File: src/rtl/mem_port_arbiter_if.sv
// mem_port_arbiter_if: fetch/data request ports and the shared memory bus
//   i_*   : fetch port (read-only) request, address, read data, done, stall
//   d_*   : data port request, write flag, address, write data, read data, done, stall
//   err   : unaligned-access pulse, coincides with the completing port's done
//   mem_* : single-ported fixed-latency memory strobes, address, data
//   slave : arbiter view, master : pipeline/memory view
interface mem_port_arbiter_if;
    logic        i_req;
    logic [15:0] i_addr;
    logic [15:0] i_rdata;
    logic        i_done;
    logic        i_stall;
    logic        d_req;
    logic        d_wr;
    logic [15:0] d_addr;
    logic [15:0] d_wdata;
    logic [15:0] d_rdata;
    logic        d_done;
    logic        d_stall;
    logic        err;
    logic        mem_en;
    logic        mem_wr;
    logic [15:0] mem_addr;
    logic [15:0] mem_wdata;
    logic [15:0] mem_rdata;
    modport slave (
        input  i_req, i_addr, d_req, d_wr, d_addr, d_wdata, mem_rdata,
        output i_rdata, i_done, i_stall, d_rdata, d_done, d_stall, err,
               mem_en, mem_wr, mem_addr, mem_wdata
    );
    modport master (
        output i_req, i_addr, d_req, d_wr, d_addr, d_wdata, mem_rdata,
        input  i_rdata, i_done, i_stall, d_rdata, d_done, d_stall, err,
               mem_en, mem_wr, mem_addr, mem_wdata
    );
endinterface

File: src/rtl/mem_port_arbiter.sv
// mem_port_arbiter: shares one fixed-latency memory between fetch and data ports
//   clk : rising-edge clock
//   rst : asynchronous active-low reset
//   bus : mem_port_arbiter_if.slave (port handshakes, err, memory bus)
// Data wins ties unless the fetch port has already watched STARVE_LIMIT
// consecutive data grants. One transaction is in flight at a time.
module mem_port_arbiter #(
    parameter int LATENCY      = 2,
    parameter int STARVE_LIMIT = 3
) (
    input logic clk,
    input logic rst,
    mem_port_arbiter_if.slave bus
);
    localparam logic [1:0] IDLE = 2'd0;
    localparam logic [1:0] BUSY = 2'd1;
    localparam logic [1:0] ERRC = 2'd2;
    localparam logic [3:0] LAST_CNT   = 4'(LATENCY - 1);
    localparam logic [3:0] STARVE_MAX = 4'(STARVE_LIMIT);

    logic [1:0]  state;
    logic        gntD;
    logic        latWr;
    logic [15:0] latAddr;
    logic [15:0] latWdata;
    logic [3:0]  cnt;
    logic [3:0]  starve;
    logic        pickD;
    logic        pickI;
    logic        busyStart;
    logic        finish;
    logic [15:0] nextAddr;
    logic [15:0] readBack;

    always_comb begin
        pickD     = bus.d_req && !(bus.i_req && starve == STARVE_MAX);
        pickI     = bus.i_req && !pickD;
        nextAddr  = pickD ? bus.d_addr : bus.i_addr;
        busyStart = state == BUSY && cnt == 4'd0;
        finish    = (state == BUSY && cnt == LAST_CNT) || state == ERRC;
        // writes and error completions return zero data
        readBack  = (state == BUSY && !latWr) ? bus.mem_rdata : 16'd0;
    end

    always_ff @(posedge clk or negedge rst) begin
        if (!rst) begin
            state    <= IDLE;
            gntD     <= 1'b0;
            latWr    <= 1'b0;
            latAddr  <= 16'd0;
            latWdata <= 16'd0;
            cnt      <= 4'd0;
            starve   <= 4'd0;
        end else begin
            case (state)
                IDLE: if (pickD || pickI) begin
                    state    <= nextAddr[0] ? ERRC : BUSY;
                    gntD     <= pickD;
                    latWr    <= pickD && bus.d_wr;
                    latAddr  <= nextAddr;
                    latWdata <= pickD ? bus.d_wdata : 16'd0;
                    cnt      <= 4'd0;
                    // a data grant over a waiting fetch only happens below
                    // STARVE_MAX, so the increment cannot overshoot
                    starve   <= (pickD && bus.i_req) ? starve + 4'd1 : 4'd0;
                end
                BUSY: begin
                    cnt <= cnt + 4'd1;
                    if (cnt == LAST_CNT)
                        state <= IDLE;
                end
                default: state <= IDLE;
            endcase
        end
    end

    assign bus.i_done    = finish && !gntD;
    assign bus.d_done    = finish && gntD;
    assign bus.err       = state == ERRC;
    assign bus.i_rdata   = bus.i_done ? readBack : 16'd0;
    assign bus.d_rdata   = bus.d_done ? readBack : 16'd0;
    assign bus.i_stall   = bus.i_req && !bus.i_done;
    assign bus.d_stall   = bus.d_req && !bus.d_done;
    assign bus.mem_en    = busyStart;
    assign bus.mem_wr    = busyStart && latWr;
    assign bus.mem_addr  = latAddr;
    assign bus.mem_wdata = latWdata;
endmodule
File: src/flat_wrapper.sv
// flat-port wrapper written by rule: the top's interface ports become plain ports
module mem_port_arbiter_flat 
#(
    parameter int LATENCY      = 2,
    parameter int STARVE_LIMIT = 3
)
  (clk, rst, bus_i_req, bus_i_addr, bus_d_req, bus_d_wr, bus_d_addr, bus_d_wdata, bus_mem_rdata, bus_i_rdata, bus_i_done, bus_i_stall, bus_d_rdata, bus_d_done, bus_d_stall, bus_err, bus_mem_en, bus_mem_wr, bus_mem_addr, bus_mem_wdata);
  mem_port_arbiter_if bus_i ();
  input logic clk;
  input logic rst;
  input wire logic [$bits(bus_i.i_req)-1:0] bus_i_req;
  input wire logic [$bits(bus_i.i_addr)-1:0] bus_i_addr;
  input wire logic [$bits(bus_i.d_req)-1:0] bus_d_req;
  input wire logic [$bits(bus_i.d_wr)-1:0] bus_d_wr;
  input wire logic [$bits(bus_i.d_addr)-1:0] bus_d_addr;
  input wire logic [$bits(bus_i.d_wdata)-1:0] bus_d_wdata;
  input wire logic [$bits(bus_i.mem_rdata)-1:0] bus_mem_rdata;
  output wire logic [$bits(bus_i.i_rdata)-1:0] bus_i_rdata;
  output wire logic [$bits(bus_i.i_done)-1:0] bus_i_done;
  output wire logic [$bits(bus_i.i_stall)-1:0] bus_i_stall;
  output wire logic [$bits(bus_i.d_rdata)-1:0] bus_d_rdata;
  output wire logic [$bits(bus_i.d_done)-1:0] bus_d_done;
  output wire logic [$bits(bus_i.d_stall)-1:0] bus_d_stall;
  output wire logic [$bits(bus_i.err)-1:0] bus_err;
  output wire logic [$bits(bus_i.mem_en)-1:0] bus_mem_en;
  output wire logic [$bits(bus_i.mem_wr)-1:0] bus_mem_wr;
  output wire logic [$bits(bus_i.mem_addr)-1:0] bus_mem_addr;
  output wire logic [$bits(bus_i.mem_wdata)-1:0] bus_mem_wdata;
  assign bus_i.i_req = bus_i_req;
  assign bus_i.i_addr = bus_i_addr;
  assign bus_i.d_req = bus_d_req;
  assign bus_i.d_wr = bus_d_wr;
  assign bus_i.d_addr = bus_d_addr;
  assign bus_i.d_wdata = bus_d_wdata;
  assign bus_i.mem_rdata = bus_mem_rdata;
  assign bus_i_rdata = bus_i.i_rdata;
  assign bus_i_done = bus_i.i_done;
  assign bus_i_stall = bus_i.i_stall;
  assign bus_d_rdata = bus_i.d_rdata;
  assign bus_d_done = bus_i.d_done;
  assign bus_d_stall = bus_i.d_stall;
  assign bus_err = bus_i.err;
  assign bus_mem_en = bus_i.mem_en;
  assign bus_mem_wr = bus_i.mem_wr;
  assign bus_mem_addr = bus_i.mem_addr;
  assign bus_mem_wdata = bus_i.mem_wdata;
  mem_port_arbiter #(.LATENCY(LATENCY), .STARVE_LIMIT(STARVE_LIMIT)) u_core (.clk(clk), .rst(rst), .bus(bus_i));
endmodule
File: config.mk
export PLATFORM = sky130hd
export DESIGN_NAME = mem_port_arbiter_flat
export DESIGN_NICKNAME = d
export VERILOG_FILES = /design/src/rtl/mem_port_arbiter_if.sv /design/src/rtl/mem_port_arbiter.sv /design/src/flat_wrapper.sv
export SDC_FILE = /design/constraint.sdc
export NUM_CORES = 1
export LEC_CHECK = 0
export BUFFER_PORTS_ARGS = -buffer_cell sky130_fd_sc_hd__buf_2
export CAP_MARGIN = 20
export CORE_MARGIN = 5
export CORE_UTILIZATION = 43
export DETAILED_ROUTE_END_ITERATION = 10
export PLACE_DENSITY = 0.8
export SYNTH_ARGS = -nofsm -noshare
export SYNTH_HDL_FRONTEND = slang
export SYNTH_SLANG_ARGS = --single-unit
File: constraint.sdc
create_clock -name clk -period 2.2 [get_ports clk]
set_clock_uncertainty 0.05 [all_clocks]
set_input_delay 0.44 -clock clk [delete_from_list [all_inputs] [get_ports clk]]
set_output_delay 0.44 -clock clk [all_outputs]
set_load 0.01 [all_outputs]
==> results of run 1 <==
==> per-layer routing <==
layer  up-vias  part of all wire  GRT usage
met5         -                 0          0
met3         8              0.14     0.0748
met1      1059              0.41      0.224
met4         0             0.011     0.0565
li1       1172                 -          -
met2       116              0.44      0.320
==> cells by family after synthesis <==
kind of cell,count (synthesis),share of synthesized area
buffers and inverters,21,0.0472
XOR/XNOR,1,0.00389
AND/OR/NAND/NOR,146,0.318
flip-flops,44,0.489
AO/OA/AOI/OAI,48,0.120
adder cells (fa/ha/maj),4,0.0222
==> power groups by stage <==
stage          Sequential, mW  Combinational, mW  Clock (mW)
2_1_floorplan            1.51              0.888           0
6_report                 1.38               1.75       0.579
3_3_place_gp             1.38               1.63           0
3_5_place_dp             1.38               1.69           0
5_1_grt                  1.43               1.96       0.638
4_1_cts                  1.37               1.77       0.597
==> through the flow <==
stage	setup WS [ns]	hold slack, ns	std cells	power (mW)
CTS	0.0000412	0.186	474	3.74
finish	0.0353	0.169	474	3.71
floorplan	0.387	0.0944	264	2.40
global placement	0.333	0.395	465	3.02
detailed placement	0.243	0.400	465	3.08
global route	-0.0545	0.218	474	4.03
==> cell usage in the layout, fill, tap and decap left out, types with 2 or more instances in the layout <==
cell type,instances
inv_1,3
and2_1,2
nor2b_1,5
a21oi_1,34
buf_12,2
buf_4,11
a31oi_1,2
nor2_1,19
o21ai_0,5
ha_1,3
nand3_1,20
and3_1,33
clkbuf_8,5
dfrtp_1,43
nand2_1,58
buf_2,139
==> registers in the layout, summed over array words and instances (netlist names) <==
name and cells:
u_core.latWr 1, u_core.cnt 4, u_core.starve 4, u_core.state 2, u_core.bus.mem_wdata 16, u_core.gntD 1
u_core.bus.mem_addr 16
==> what timing repair did <==
action / in CTS / in global routing
gates resized for setup: 2 / 2
setup buffers: 3 / 0
pin swaps: 2 / 2
endpoints found under the setup margin: 32 / 33
==> worst max path at each step <==
stage | cells after the start | slack (ns) | to | start
after floorplan | 5 | 0.39 | bus_d_rdata[10] | u_core.state[0]$_DFFE_PN0P_
after global placement | 6 | 0.33 | bus_d_rdata[8] | u_core.cnt[1]$_DFFE_PN0P_
after detailed placement | 6 | 0.24 | bus_d_rdata[14] | u_core.cnt[1]$_DFFE_PN0P_
after CTS | 7 | 0.00004 | bus_d_rdata[14] | u_core.cnt[1]$_DFFE_PN0P_
after global routing | 6 | -0.05 | bus_d_rdata[7] | u_core.state[1]$_DFFE_PN0P_
final | 6 | 0.04 | bus_d_rdata[14] | u_core.state[1]$_DFFE_PN0P_
==> final cells by class <==
type | instances | area share
multi-input combinational | 199 | 0.335
clock buffer | 5 | 0.0216
tap | 70 | 0.0275
timing repair buffer | 152 | 0.257
clock inverter | 1 | 0.00943
sequential | 44 | 0.346
inverter | 3 | 0.00354
==> impl_summary.txt, run 1 <==
----------------------------------------------------
[Pwr]
  Switching power summed over all nets ... 1.49 mW
  Leakage dissipation ... 1.88 nW
  IR Drop Worst-Case VDD ... 675 µV
  Cell-internal power ... 2.22 mW
  Switching share of power ... 0.402
  Fraction of power consumed by sequential logic ... 0.371
  Proportion of power drawn by combinational gates ... 0.473
  Power Dens Cells ... 1160 mW/mm²
  Power share of the clock group ... 0.156

[Clock network]
  Clock latency on the worst-skew pair ... 0.29 ns
  CTS clk-pin slew, worst paths ... 0.08 ns
  Clock tree buffer depth ... 2
  Number of buffers inserted during clock tree synthesis ... 5
  CTS tree ... built
  H-Tree Level Count ... 2
  Post-CTS Hold Fix Bufs ... 0
  Number of sinks on the clock net ... 44
  Buffer cell driving the clock tree root ... clkbuf_8

[Worst setup path]
  Maximum fanout along the worst path ... 18
  CP top delay family ... simple AND/OR/NAND/NOR gates
  Type of the worst setup path ... flip-flop to output pin
  Buf/Inv on CP ... 2
  Largest stage delay on the critical path ... 0.40 ns
  Series of cell instances along the critical path ... and2b_4 > a31oi_4 > nor2b_4 > buf_12 > and3_1 > buf_2
  Slowest stage cell on the critical path ... dfrtp_1
  Startpoint type of the worst setup path ... flip-flop
  Critical R2R Launch ... u_core.starve[0]$_DFFE_PN0P_
  Capture point of the worst reg-to-reg path ... u_core.state[0]$_DFFE_PN0P_
  R2R depth ... 6
  Worst Path Arrival ... 1.67 ns
  Reg-to-reg setup timing slack ... 0.51 ns
  Crit. End Element ... output pin
  Worst endpoint required time ... 1.71 ns

[Synth]
  Cell area after synthesis ... 0.00225 mm²
  Synth unique cells ... 33
  Number of register bits inferred by synthesis ... 44
  Dominant cell type by area after synthesis ... dfrtp_1
  Number of enable flip-flop cells after synthesis ... 0
  Synth Instances ... 264
  Net count after synthesis ... 337
  Cell with the most instances after synthesis ... nand2_1
  Top cell type's share of synthesized area ... 0.489
  Most common library cells after synthesis ... 58 x nand2_1, 44 x dfrtp_1, 34 x a21oi_1, 33 x and3_1
  Ys async rst share ... 1.00
  Area contributors post-synth ... dfrtp_1 49%, nand2_1 9.7%, and3_1 9.2%
  Share of synthesized area occupied by flip-flops and latches ... 0.489
  Warning count from the yosys run ... 0
  Synth Flop Type ... dfrtp_1
  Post-synthesis area per instance ... 8.54 µm²

[Die]
  Placeable Area ... 0.00511 mm²
  Total die area ... 0.00679 mm²
  Horizontal die dimension ... 82.4 µm
  Initial Utilization ... 0.441
  I/O pin count ... 140
  Vertical die dimension ... 82.4 µm
  # rows ... 26

[Drt]
  DRC violation count after routing ... 0
  Post-detailed-route count of antenna-violating nets ... 0
  Detailed router's first-iteration violation count ... 65
  DR pass1 iterations ... 4
  Routed wire length per instance ... 13.7 µm
  Ratio of routed vias to standard cells ... 4.97
  Number of vias after detailed routing ... 2355
  Total wire length after detailed routing ... 6.49 mm

[STA]
  Final period util ... 0.984
  Transition at the pin with the smallest max-transition slack ... 0.542 ns
  Slew Limit Headroom ... 0.639
  Fmax ... 0.462 GHz
  Hold Fails Final Rpt ... 0
  Total Neg Setup Slack ... 0 ns
  Final setup violation count ... 0
  Final min period ... 2.16 ns
  Setup repair after global routing missed its margin ... yes
  Final-report max-slew violation count ... 0

[Layout]
  Layout Nets ... 478
  Diode insertion count for antenna repair ... 0
  Core occupancy in the finished layout ... 0.623
  Synthesis-to-finish area growth ... 41.3%
  Cell area after layout ... 0.00318 mm²
  Area occupied by multi-input gates ... 0.00106 mm²
  FF/Latch Area ... 0.00110 mm²
  Count of fill cells added during filler insertion ... 445
  Layout cell share with drive strength beyond 1 ... 0.413

[Place]
  Area after DPL ... 0.00302 mm²
  Routability Congestion ... 0.758
  Buffers added on ports ... 139
  Post-DP HPWL ... 4.96 mm

[Global route]
  GR Overflow Total ... 0
  Pin count of the biggest net entering global routing ... 45
  Number of global-route vias before repair ... 2181
  First-pass GRT wire length ... 9.90 mm
  Combined global-route utilization of all metal layers ... 0.190
  Initial antenna violation count ... 0

[Flow run]
  MaxCap Viol Count ... 0

[Outcome]
  Outcome ... finished, final reports clean

[Worst hold path]
  Hold Crit Class ... input port to async pin

----------------------------------------------------
(Power assumes the default switching activity.)
==> inputs of run 2 (changes only) <==
==> constraint.sdc (replaced) <==
create_clock -name clk -period 2.2 [get_ports clk]
set_clock_uncertainty 0.05 [all_clocks]
set_input_delay 0.22 -clock clk [delete_from_list [all_inputs] [get_ports clk]]
set_output_delay 0.22 -clock clk [all_outputs]
set_load 0.01 [all_outputs]
==> impl_summary.txt, run 2 (same netlist as run 1, synthesis figures left out) <==
----------------------------------------------------
[Layout]
  Layout cell share with drive strength beyond 1 ... 0.400 (was 0.413)
  Count of fill cells added during filler insertion ... 442 (was 445)
  FF/Latch Area ... 0.00110 mm² (about the same)
  Layout Nets ... 475 (was 478)
  Diode insertion count for antenna repair ... 0 (unchanged)
  Leading cell type in the layout, fill and taps excluded ... buf_2 (unchanged)
  Synthesis-to-finish area growth ... 39.9% (was 41.3%)
  Area occupied by multi-input gates ... 0.00105 mm² (was 0.00106 mm²)
  Commonest non-fill, non-tap cells in the layout ... 139 x buf_2, 58 x nand2_1, 44 x dfrtp_1 (was 139 x buf_2, 58 x nand2_1, 43 x dfrtp_1)

[Global route]
  GR Overflow Total ... 0 (unchanged)
  Number of global-route vias before repair ... 2186 (was 2181)
  Combined global-route utilization of all metal layers ... 0.194 (was 0.190)
  First-pass GRT wire length ... 10.1 mm (was 9.90 mm)
  Pin count of the biggest net entering global routing ... 45 (unchanged)
  Initial antenna violation count ... 0 (unchanged)

[Place]
  Placement-stage worst setup slack ... 0.461 ns (was 0.243 ns)
  Post-DP HPWL ... 4.90 mm (was 4.96 mm)
  Buffers added on ports ... 139 (unchanged)
  Routability Congestion ... 0.743 (was 0.758)

[Worst setup path]
  Worst endpoint required time ... 1.93 ns (was 1.71 ns)
  Worst Path Arrival ... 1.77 ns (was 1.67 ns)
  R2R depth ... 6 (unchanged)
  Reg-to-reg setup timing slack ... 0.46 ns (was 0.51 ns)
  Type of the worst setup path ... flip-flop to output pin (unchanged)
  Startpoint type of the worst setup path ... flip-flop (unchanged)
  Critical R2R Launch ... u_core.starve[0]$_DFFE_PN0P_ (unchanged)
  Capture point of the worst reg-to-reg path ... u_core.state[0]$_DFFE_PN0P_ (unchanged)
  Maximum fanout along the worst path ... 18 (unchanged)
  Crit. End Element ... output pin (unchanged)

[Pwr]
  Power Dens Cells ... 1190 mW/mm² (was 1160 mW/mm²)
  Post-route total power ... 3.75 mW (was 3.71 mW)
  Proportion of power drawn by combinational gates ... 0.440 (was 0.473)
  Cell-internal power ... 2.26 mW (was 2.22 mW)
  Leakage dissipation ... 1.87 nW (was 1.88 nW)
  IR Drop Worst-Case VDD ... 659 µV (was 675 µV)
  Switching power summed over all nets ... 1.49 mW (about the same)
  Fraction of power consumed by sequential logic ... 0.369 (was 0.371)
  Switching share of power ... 0.398 (was 0.402)
  Power share of the clock group ... 0.191 (was 0.156)

[STA]
  Setup repair after global routing missed its margin ... no (was yes)
  Final worst setup slack ... 0.158 ns (was 0.0353 ns)
  Transition at the pin with the smallest max-transition slack ... 0.696 ns (was 0.542 ns)
  Final period util ... 0.928 (was 0.984)
  Fmax ... 0.490 GHz (was 0.462 GHz)
  Hold Fails Final Rpt ... 0 (unchanged)
  Final min period ... 2.04 ns (was 2.16 ns)
  Slew Limit Headroom ... 0.536 (was 0.639)
  Final setup violation count ... 0 (unchanged)
  Total Neg Setup Slack ... 0 ns (unchanged)
  Final-report max-slew violation count ... 0 (unchanged)

[Drt]
  Routed wire length per instance ... 13.9 µm (was 13.7 µm)
  Detailed router's first-iteration violation count ... 131 (was 65)
  DRC violation count after routing ... 0 (unchanged)
  Post-detailed-route count of antenna-violating nets ... 0 (unchanged)
  Ratio of routed vias to standard cells ... 5.12 (was 4.97)
  DR pass1 iterations ... 4 (unchanged)
  Number of vias after detailed routing ... 2416 (was 2355)
  Total wire length after detailed routing ... 6.57 mm (was 6.49 mm)

[Clock network]
  Clock latency on the worst-skew pair ... 0.29 ns (about the same)
  Number of buffers inserted during clock tree synthesis ... 5 (unchanged)
  CTS clk-pin slew, worst paths ... 0.08 ns (about the same)
  Clock tree buffer depth ... 2 (unchanged)
  Post-CTS Setup Bufs ... 0 (was 3)
  Buffer cell driving the clock tree root ... clkbuf_8 (unchanged)
  Number of sinks on the clock net ... 44 (unchanged)
  H-Tree Level Count ... 2 (unchanged)
  CTS tree ... built (unchanged)

[Outcome]
  Outcome ... finished, final reports clean (unchanged)

[Worst hold path]
  Startpoint of the lowest-slack hold path ... bus_d_wdata[12]
  Hold-critical path endpoint ... u_core.bus.mem_wdata[12]$_DFFE_PN0P_
  Hold Crit Class ... input port to flip-flop (was input port to async pin)
  WHS Path Cells ... 3

[Die]
  Total die area ... 0.00679 mm² (unchanged)
  Initial Utilization ... 0.441 (unchanged)
  Placeable Area ... 0.00511 mm² (unchanged)
  # rows ... 26 (unchanged)
  Horizontal die dimension ... 82.4 µm (unchanged)
  Vertical die dimension ... 82.4 µm (unchanged)
  I/O pin count ... 140 (unchanged)

[Flow run]
  MaxCap Viol Count ... 0 (unchanged)

----------------------------------------------------
run 2: changes by cell type in the layout (fill, tap and decap cells not counted), sizes merged:
| cell | change |
|---|---|
| buf | -4 |
| bufinv | +1 |
| dlygate4sd3 | +1 |
run 2: layout make-up:
cell class              count  share of cell area
multi-input cells         199               0.333
clock buffers               5              0.0218
well taps                  70              0.0278
inverters                   3             0.00357
repair buffers            149               0.245
flip-flops and latches     44               0.349
clock inverters             2              0.0191
run 2: through the flow:
stage,hold slack [ns],area (µm²),util,instances
detailed placement,0.286,3010,0.590,464
floorplan,-0.126,2250,-,264
global placement,0.281,3010,0.590,464
finish,0.0948,3150,0.617,472
CTS,0.0892,3150,0.617,472
global route,0.0845,3150,0.617,472
run 2: metal layers:
layer	vias up	global-route usage	routed length, µm
met1	1121	0.239	2780
met4	0	0.0498	29
met3	2	0.0629	842
met5	-	0	0
li1	1168	-	-
met2	125	0.326	2910
run 2: what timing repair did:
item | in CTS | in global routing
endpoints found under the hold margin | 44 | 0
resized for setup | 0 | 0
hold buffers | 1 | 0
run 2: worst max-delay path by stage:
stage / startpoint / to / slack, ns
after CTS: u_core.cnt[1]$_DFFE_PN0P_ / bus_d_rdata[8] / 0.15
after global routing: u_core.cnt[1]$_DFFE_PN0P_ / bus_d_rdata[9] / 0.02
after detailed placement: bus_i_req / u_core.starve[0]$_DFFE_PN0P_ / 0.46
after global placement: u_core.starve[0]$_DFFE_PN0P_ / u_core.state[0]$_DFFE_PN0P_ / 0.48
after floorplan: u_core.state[0]$_DFFE_PN0P_ / bus_d_rdata[10] / 0.61
final: u_core.cnt[1]$_DFFE_PN0P_ / bus_d_rdata[3] / 0.16
run 2: worst max-delay path, cell delays in order, from the launching register on:
cell and delay (ns):
dfrtp_1 0.40, inv_1 0.10, ha_1 0.21, a31oi_4 0.12, nor2b_4 0.31, and3_1 0.21, buf_2 0.13
run 2: power by group through the flow:
stage | Combinational, mW | Clock, mW | Sequential, mW
6_report | 1.65 | 0.715 | 1.39
3_3_place_gp | 1.62 | 0 | 1.39
2_1_floorplan | 0.888 | 0 | 1.51
4_1_cts | 1.67 | 0.735 | 1.39
5_1_grt | 1.86 | 0.770 | 1.44
3_5_place_dp | 1.67 | 0 | 1.39
==> inputs of run 3 (changes only) <==
BUFFER_PORTS_ARGS = unset   (was -buffer_cell sky130_fd_sc_hd__buf_2)
CORE_UTILIZATION = 51   (was 43)
DONT_BUFFER_PORTS = 1   (was unset)
PLACE_DENSITY = 0.66   (was 0.8)
==> impl_summary.txt, run 3 (same netlist as run 1, synthesis figures left out) <==
----------------------------------------------------
[STA]
  Final period util ... 0.919 (was 0.928)
  Total Neg Setup Slack ... 0 ns (unchanged)
  Fmax ... 0.494 GHz (was 0.490 GHz)
  Slew Limit Headroom ... 0.349 (was 0.536)
  Final setup violation count ... 0 (unchanged)
  Transition at the pin with the smallest max-transition slack ... 0.977 ns (was 0.696 ns)
  Setup repair after global routing missed its margin ... no (unchanged)
  Final min period ... 2.02 ns (was 2.04 ns)
  Hold Fails Final Rpt ... 0 (unchanged)
  Final-report max-slew violation count ... 0 (unchanged)

[Drt]
  Routed wire length per instance ... 17.0 µm (was 13.9 µm)
  Post-detailed-route count of antenna-violating nets ... 0 (unchanged)
  Ratio of routed vias to standard cells ... 5.75 (was 5.12)
  Number of vias after detailed routing ... 1967 (was 2416)
  Detailed router's first-iteration violation count ... 95 (was 131)
  Total wire length after detailed routing ... 5.80 mm (was 6.57 mm)
  DRC violation count after routing ... 0 (unchanged)
  DR pass1 iterations ... 4 (unchanged)

[Clock network]
  Post-CTS Setup Bufs ... 0 (unchanged)
  Buffer cell driving the clock tree root ... clkbuf_8 (unchanged)
  Post-cts repair resize count ... 0 (unchanged)
  Clock latency on the worst-skew pair ... 0.29 ns (about the same)
  CTS tree ... built (unchanged)
  Number of buffers inserted during clock tree synthesis ... 5 (unchanged)
  Clock tree buffer depth ... 2 (unchanged)
  Post-CTS Hold Fix Bufs ... 29 (was 1)
  CTS clk-pin slew, worst paths ... 0.08 ns (about the same)
  Number of sinks on the clock net ... 44 (unchanged)
  H-Tree Level Count ... 2 (unchanged)

[Layout]
  Leading cell type in the layout, fill and taps excluded ... nand2_1 (was buf_2)
  Layout cell share with drive strength beyond 1 ... 0.0690 (was 0.400)
  Commonest non-fill, non-tap cells in the layout ... 58 x nand2_1, 44 x dfrtp_1, 34 x a21oi_1 (was 139 x buf_2, 58 x nand2_1, 44 x dfrtp_1)
  Area occupied by multi-input gates ... 0.00105 mm² (unchanged)
  Cell area after layout ... 0.00269 mm² (was 0.00315 mm²)
  Layout Nets ... 362 (was 475)
  Count of fill cells added during filler insertion ... 375 (was 442)
  FF/Latch Area ... 0.00110 mm² (unchanged)
  Diode insertion count for antenna repair ... 0 (unchanged)
  Synthesis-to-finish area growth ... 19.2% (was 39.9%)

[Die]
  Initial Utilization ... 0.521 (was 0.441)
  Total die area ... 0.00585 mm² (was 0.00679 mm²)
  Horizontal die dimension ... 76.5 µm (was 82.4 µm)
  I/O pin count ... 140 (unchanged)
  Placeable Area ... 0.00432 mm² (was 0.00511 mm²)
  Vertical die dimension ... 76.5 µm (was 82.4 µm)
  # rows ... 24 (was 26)

[Global route]
  Met2 usage in global routing ... 0.339 (was 0.326)
  GRT busiest layer ... met2 (unchanged)
  Global routing met1 resource utilization ... 0.238 (was 0.239)
  Initial antenna violation count ... 0 (unchanged)
  First-pass GRT wire length ... 9.62 mm (was 10.1 mm)
  Pin count of the biggest net entering global routing ... 45 (unchanged)
  Combined global-route utilization of all metal layers ... 0.198 (was 0.194)
  Number of global-route vias before repair ... 1971 (was 2186)
  GR Overflow Total ... 0 (unchanged)
  Met3 routing resource usage after global routing ... 0.0757 (was 0.0629)

[Worst hold path]
  Hold Crit Class ... input port to flip-flop (unchanged)
  Startpoint of the lowest-slack hold path ... bus_d_wdata[0] (was bus_d_wdata[12])

[Place]
  Post-DP HPWL ... 3.94 mm (was 4.90 mm)
  Buffers added on ports ... 0 (was 139)
  Area after DPL ... 0.00229 mm² (was 0.00301 mm²)
  Routability Congestion ... 0.759 (was 0.743)

[Worst setup path]
  Startpoint of the worst setup timing path ... u_core.state[0]$_DFFE_PN0P_ (was u_core.cnt[1]$_DFFE_PN0P_)
  Critical R2R Launch ... u_core.starve[0]$_DFFE_PN0P_ (unchanged)
  Crit. End Element ... output pin (unchanged)
  Worst endpoint required time ... 1.93 ns (about the same)
  Type of the worst setup path ... flip-flop to output pin (unchanged)
  Worst Path Arrival ... 1.75 ns (was 1.77 ns)
  Maximum fanout along the worst path ... 18 (unchanged)
  Startpoint type of the worst setup path ... flip-flop (unchanged)

[Outcome]
  Outcome ... finished, final reports clean (unchanged)

[Pwr]
  Leakage dissipation ... 1.35 nW (was 1.87 nW)
  Power Dens Cells ... 1200 mW/mm² (was 1190 mW/mm²)
  IR Drop Worst-Case VDD ... 776 µV (was 659 µV)

[Flow run]
  MaxCap Viol Count ... 0 (unchanged)

----------------------------------------------------
run 3: final timing paths:
check,to,slack (ns),depth (start not counted)
min reg2reg,u_core.cnt[3]$_DFFE_PN0P_,0.44,1
min in group asynchronous,u_core.bus.mem_addr[7]$_DFFE_PN0P_,0.38,2
min,u_core.bus.mem_wdata[0]$_DFFE_PN0P_,0.002,2
max reg2reg,u_core.bus.mem_addr[13]$_DFFE_PN0P_,0.43,6
max in group asynchronous,u_core.bus.mem_wdata[8]$_DFFE_PN0P_,1.52,2
max,bus_d_rdata[3],0.18,4
run 3: per-stage QoR:
stage | util | setup slack (ns) | cells | hold slack (ns) | power, mW
3_5_place_dp | 0.530 | 0.428 | 305 | -0.125 | 2.69
4_1_cts | 0.621 | 0.159 | 342 | 0.000812 | 3.25
6_report | 0.621 | 0.177 | 342 | 0.00174 | 3.22
3_3_place_gp | 0.530 | 0.456 | 305 | -0.124 | 2.66
2_1_floorplan | - | 0.607 | 264 | -0.126 | 2.40
5_1_grt | 0.621 | 0.00780 | 342 | 0.0115 | 3.51
run 3: critical path, stage by stage (launching register included):
cell     delay (ns)
dfrtp_1        0.41
nor2b_1        0.35
a31oi_4        0.08
nor2b_4        0.34
and3_1         0.27
run 3: report_power, final:
part           switching (mW)  internal (mW)  total, mW
sequential              0.417           1.16       1.58
clock                   0.271          0.227      0.498
combinational           0.714          0.431       1.14
run 3: cell type report:
type	instances	area share
clock inverters	1	0.00326
clock buffers	7	0.0284
flip-flops and latches	44	0.410
inverters	3	0.00419
well taps	52	0.0242
multi-input cells	199	0.391
repair buffers	36	0.139
run 3: metal layers:
metal	vias to the layer above	wire length, µm
met4	0	39
li1	942	-
met1	920	2270
met2	99	2870
met5	-	0
met3	6	619
